`src/rtl/pipe_pkg.sv`:
```
// rtl/pipe_pkg.sv - shared pipeline types: stage state encoding, register/width constants, packed stage payloads
package pipe_pkg;

  localparam int PC_WIDTH  = 32;
  localparam int CPU_WIDTH = 64;
  localparam int REG_WIDTH = 5;

  // x0 doubles as "no destination": writes to it are architecturally discarded
  localparam logic [REG_WIDTH-1:0] RNONE = '0;

  // Encoding equals the number of held entries, so it drives occupancy directly
  typedef enum logic [1:0] {
    ST_EMPTY = 2'd0,
    ST_HALF  = 2'd1,
    ST_FULL  = 2'd2
  } stage_state_e;

  typedef struct packed {
    logic [PC_WIDTH-1:0]  pc;
    logic [31:0]          instr;
  } fd_payload_t;

  typedef struct packed {
    logic [PC_WIDTH-1:0]  pc;
    logic [REG_WIDTH-1:0] rd;
    logic [CPU_WIDTH-1:0] rs1_val;
    logic [CPU_WIDTH-1:0] rs2_val;
  } de_payload_t;

  typedef struct packed {
    logic [REG_WIDTH-1:0] rd;
    logic [CPU_WIDTH-1:0] result;
  } em_payload_t;

  typedef struct packed {
    logic [REG_WIDTH-1:0] rd;
    logic [CPU_WIDTH-1:0] wb_val;
  } mw_payload_t;

  localparam int FD_W = $bits(fd_payload_t);
  localparam int DE_W = $bits(de_payload_t);
  localparam int EM_W = $bits(em_payload_t);
  localparam int MW_W = $bits(mw_payload_t);

endpackage

```
`src/rtl/sat_counter.sv`:
```
// rtl/sat_counter.sv - saturating up-counter with synchronous clear
// Ports: clk_i clock; rst_n_i async active-low reset; inc count enable;
//        clr synchronous clear (wins over inc); count current value.
module sat_counter
  import pipe_pkg::*;
#(
  parameter int CNT_W = 32
) (
  input  logic             clk_i,
  input  logic             rst_n_i,
  input  logic             inc,
  input  logic             clr,
  output logic [CNT_W-1:0] count
);

  localparam logic [CNT_W-1:0] ONE = {{(CNT_W-1){1'b0}}, 1'b1};

  always_ff @(posedge clk_i or negedge rst_n_i) begin
    if (!rst_n_i) begin
      count <= '0;
    end else if (clr) begin
      count <= '0;
    end else if (inc && (count != '1)) begin
      count <= count + ONE;
    end
  end

endmodule

```
`src/rtl/pipe_stage_reg.sv`:
```
// rtl/pipe_stage_reg.sv - reusable valid/ready pipeline stage register with optional skid entry
// Ports: clk_i/rst_n_i clock and async active-low reset; flush_i drops held entries;
//        stall_i freezes the stage; in_valid_i/in_ready_o/in_data_i upstream handshake;
//        out_valid_o/out_ready_i/out_data_o downstream handshake; occupancy_o held entries;
//        cnt_clr_i clears counters; stall_cnt_o/starve_cnt_o saturating event counters.
module pipe_stage_reg
  import pipe_pkg::*;
#(
  parameter int                 DATA_W     = 64,
  parameter logic [DATA_W-1:0]  BUBBLE_VAL = {DATA_W{1'b0}},
  parameter int                 SKID_EN    = 1,
  parameter int                 CNT_W      = 32
) (
  input  logic              clk_i,
  input  logic              rst_n_i,
  input  logic              flush_i,
  input  logic              stall_i,
  input  logic              in_valid_i,
  output logic              in_ready_o,
  input  logic [DATA_W-1:0] in_data_i,
  output logic              out_valid_o,
  input  logic              out_ready_i,
  output logic [DATA_W-1:0] out_data_o,
  output logic [1:0]        occupancy_o,
  input  logic              cnt_clr_i,
  output logic [CNT_W-1:0]  stall_cnt_o,
  output logic [CNT_W-1:0]  starve_cnt_o
);

  stage_state_e      state_q, state_d;
  logic [DATA_W-1:0] main_q, main_d;
  logic [DATA_W-1:0] skid_q, skid_d;
  logic              in_fire, out_fire;

  assign out_valid_o = (state_q != ST_EMPTY);
  assign out_data_o  = main_q;
  assign occupancy_o = state_q;

  // With the skid entry, ready depends only on registered state, which breaks
  // the combinational ready chain; without it, ready looks through to downstream.
  always_comb begin
    in_ready_o = 1'b0;
    if (SKID_EN != 0) begin
      in_ready_o = (state_q != ST_FULL) && !stall_i;
    end else begin
      in_ready_o = !stall_i && (!out_valid_o || out_ready_i);
    end
  end

  assign in_fire  = in_valid_i && in_ready_o;
  assign out_fire = out_valid_o && out_ready_i && !stall_i;

  always_ff @(posedge clk_i or negedge rst_n_i) begin
    if (!rst_n_i) begin
      state_q <= ST_EMPTY;
      main_q  <= BUBBLE_VAL;
      skid_q  <= BUBBLE_VAL;
    end else begin
      state_q <= state_d;
      main_q  <= main_d;
      skid_q  <= skid_d;
    end
  end

  always_comb begin
    state_d = state_q;
    main_d  = main_q;
    skid_d  = skid_q;
    if (flush_i) begin
      state_d = ST_EMPTY;
      main_d  = BUBBLE_VAL;
      skid_d  = BUBBLE_VAL;
    end else if (!stall_i) begin
      unique case (state_q)
        ST_EMPTY: begin
          if (in_fire) begin
            state_d = ST_HALF;
            main_d  = in_data_i;
          end
        end
        ST_HALF: begin
          if (in_fire && out_fire) begin
            main_d = in_data_i;
          end else if (in_fire) begin
            // Only reachable with the skid entry: without it in_fire implies out_fire here
            if (SKID_EN != 0) begin
              state_d = ST_FULL;
              skid_d  = in_data_i;
            end
          end else if (out_fire) begin
            state_d = ST_EMPTY;
            main_d  = BUBBLE_VAL;
          end
        end
        ST_FULL: begin
          if (out_fire) begin
            state_d = ST_HALF;
            main_d  = skid_q;
            skid_d  = BUBBLE_VAL;
          end
        end
        default: begin
          state_d = ST_EMPTY;
          main_d  = BUBBLE_VAL;
          skid_d  = BUBBLE_VAL;
        end
      endcase
    end
  end

  sat_counter #(.CNT_W(CNT_W)) u_stall_cnt (
    .clk_i   (clk_i),
    .rst_n_i (rst_n_i),
    .inc     (stall_i && !flush_i),
    .clr     (cnt_clr_i),
    .count   (stall_cnt_o)
  );

  sat_counter #(.CNT_W(CNT_W)) u_starve_cnt (
    .clk_i   (clk_i),
    .rst_n_i (rst_n_i),
    .inc     (!out_valid_o && out_ready_i),
    .clr     (cnt_clr_i),
    .count   (starve_cnt_o)
  );

endmodule

```
`config.mk`:
```
export PLATFORM = sky130hd
export DESIGN_NAME = pipe_stage_reg
export DESIGN_NICKNAME = d
export VERILOG_FILES = /design/src/rtl/pipe_pkg.sv /design/src/rtl/sat_counter.sv /design/src/rtl/pipe_stage_reg.sv
export SDC_FILE = /design/constraint.sdc
export NUM_CORES = 1
export LEC_CHECK = 0
export BUFFER_PORTS_ARGS = -buffer_cell sky130_fd_sc_hd__buf_2
export CORE_MARGIN = 2
export CORE_UTILIZATION = 54
export DETAILED_ROUTE_END_ITERATION = 8
export PLACE_DENSITY = 0.86
export REMOVE_ABC_BUFFERS = 1
export SLEW_MARGIN = 20
export SYNTH_ARGS = -nofsm -noshare
export SYNTH_HDL_FRONTEND = slang
export SYNTH_SLANG_ARGS = --single-unit
```
`constraint.sdc`:
```
create_clock -name clk_i -period 2.94 [get_ports clk_i]
set_clock_uncertainty 0.2 [all_clocks]
set_input_delay 0.441 -clock clk_i [delete_from_list [all_inputs] [get_ports clk_i]]
set_output_delay 0.441 -clock clk_i [all_outputs]
set_load 0.005 [all_outputs]
```
==> out/metrics.yaml <==
synth:
  synth_flop_cell: "dfrtp_1"
  avgSynthCellArea_sq_um: 10.2
  synthArstFlopShare: 1.00
  synth.distinct_cells: 43
  yosysSeqAreaShare: 0.549
  syn-cell-area_sq_um: 8840
  ys_warn_count: 0
  syn_inst: 869
  synth_seq_cells: 194
  synth_edf_count: 0
worst_setup_path:
  crit_slowest_cell: "or4_1"
  cp_cell_sequence: "ha_1 -> nand4_1 -> nor2_1 -> o21ai_1 -> or4_1 -> a21oi_1"
  reg2regPathDepth: 6
  arrival_ps: 2720
  cpPeakStageDelay_ps: 550
  r2r_setup_slack_ps: 370
  r2r-start: "u_starve_cnt.count[0]"
  critical_path.top_delay_family: "simple AND/OR/NAND/NOR gates"
  critPathKind: "reg2reg"
  regToRegEndpoint: "u_starve_cnt.count[20]"
  required_ps: 3090
  worstSetupEndpointType: "flip-flop"
  cp_num_buf_inv: 0
  worstSetupStartpointType: "flip-flop"
  cp_max_fo: 8
global_route:
  grt_pass1_vias: 7344
  overflow: 0
  grt_max_degree: 74
  antenna_found_initial: 0
  grt_pass1_wl_mm: 37.3
  grt_usage: 0.262
run_status:
  status: "complete, no violations"
floorplanning:
  io_pins: 203
  rows: 46
  initial_core_util: 0.555
  die_area_sq_um: 17400
  die_h_um: 132
  core_sq_um: 15900
  fp.dieW_um: 132
sta:
  grt_setup_unrepaired: "false"
  fmax_ghz: 0.390
  setup_tns_ps: 0
  worst_pin_slew_ps: 741
  hold_viol: 0
  finalMaxSlewViolations: 0
  timing.final.ws_setup_ps: 374
  fin_hold_ws_ps: 24.7
  period_share: 0.873
  fin_crit_ps: 2570
  finalSetupViolCount: 0
  slew_headroom: 0.506
min_path:
  min_to: "skid_q[22]"
  min_from: "in_data_i[22]"
  min_path_cells: 2
  hold_class: "in2reg"
cells_and_area:
  final_cells: 1275
  n_fill_cell: 1248
  final_util: 0.675
  finalInstanceArea_sq_um: 10800
  multiInputGateArea_sq_um: 3720
  final_common_cell: "buf_2"
  diodes: 0
  drive_gt1_frac: 0.266
  area_growth_pct: 21.7
  ff_latch_area_sq_um: 4850
  finalNetCount: 1119
  mostFrequentLayoutCells: "buf_2, dfrtp_1, nand2_1"
place:
  dpl.cell_count: 1242
  dpl_cell_area_sq_um: 10100
  io_buffers: 202
  place_congestion: 0.826
  dpl.hpwl_mm: 14.2
  pre_cts_slack_ps: 300
run:
  maxCapViolCount: 0
clock_network:
  cts.repair.resized: 0
  cts_tree: "done"
  cts_buffer_depth: 2
  numCtsBuffers: 17
  path_clk_slew_ps: 80
  h-tree-depth: 4
  root_buffer: "clkbuf_16"
  clk_latency_ps: 440
  cts_sinks: 194
detailed_routing:
  wl_mm: 22.7
  vias: 7783
  first_pass_iters: 5
  drc_errors: 0
  vias_per_cell: 6.10
  wire_per_inst_um: 17.8
  dr.first_iter.drc_count: 643
  antenna_left: 0
pwr:
  p_per_area_nw_per_um2: 527
  power_leakage_nw: 5.10
  vdd.ir_drop.worst_uv: 443
  finalPower_mw: 5.67
==> flip-flops by register name, indices dropped and copies added, names as in the netlist <==
| register | count |
|---|---|
| out_data_o | 64 |
| skid_q | 64 |
| u_starve_cnt.count | 32 |
| u_stall_cnt.count | 32 |
| occupancy_o | 2 |
==> timing repair <==
action,4_1_cts,5_1_grt
hold buffers,1,0
endpoints found under the hold margin,64,0
setup buffers,0,0
==> final cells by class <==
type	instances	area share
well taps	216	0.0251
clock buffers	17	0.0396
repair buffers	222	0.117
clock inverters	15	0.0159
flip-flops and latches	194	0.451
multi-input cells	597	0.346
inverters	14	0.00489
==> how the worst max path moves through the flow <==
stage / from / endpoint / slack (ps) / depth (start not counted)
4_1_cts: u_starve_cnt.count[24] / u_starve_cnt.count[11] / 390 / 6
3_3_place_gp: out_ready_i / u_starve_cnt.count[23] / 330 / 6
6_report: u_starve_cnt.count[0] / u_starve_cnt.count[20] / 370 / 6
2_1_floorplan: occupancy_o[0] / out_data_o[0] / -1620 / 5
3_5_place_dp: out_ready_i / u_starve_cnt.count[21] / 300 / 6
5_1_grt: u_starve_cnt.count[24] / u_starve_cnt.count[15] / 140 / 6
==> Yosys cell counts (all sizes together) (6+ instances only) <==
library cell / count / area share
buf: 7 / 0.0050
a22oi: 64 / 0.054
mux2: 8 / 0.010
nand2: 92 / 0.039
nor4: 8 / 0.0074
dfrtp: 194 / 0.55
nor3: 10 / 0.0057
o21ai: 90 / 0.051
or4: 22 / 0.019
or2: 6 / 0.0042
clkbuf: 57 / 0.024
nand4: 24 / 0.017
nand3: 20 / 0.011
xnor2: 9 / 0.0089
and3: 6 / 0.0042
o31ai: 19 / 0.016
nor2: 36 / 0.015
or3: 22 / 0.016
nor2b: 8 / 0.0057
a21oi: 50 / 0.028
inv: 14 / 0.0059
a22o: 64 / 0.063
==> per-layer routing <==
layer | wire (um) | track usage | vias to the layer above
met1 | 10000 | 0.364 | 3818
li1 | - | - | 3602
met5 | 0 | 0 | -
met4 | 375 | 0.0845 | 0
met2 | 10500 | 0.402 | 326
met3 | 1780 | 0.0707 | 37
==> cell families (layout without fill, tap and decap cells) <==
logic type               after synthesis  after routing  synth area share
AO/OA/AOI/OAI                        300            300             0.225
XOR/XNOR                              12             12            0.0119
adder cells (fa/ha/maj)                2              2           0.00283
buffers and inverters                 78            268            0.0351
flip-flops                           194            194             0.549
multiplexers                          11             11            0.0136
AND/OR/NAND/NOR                      272            272             0.162
==> power by group <==
part | total, mW | internal, mW | switching [mW]
logic | 0.505 | 0.193 | 0.312
registers | 2.82 | 2.76 | 0.0581
clock network | 2.35 | 1.21 | 1.13
total | 5.67 | 4.17 | 1.50
Power figures use the tool's default switching activity.
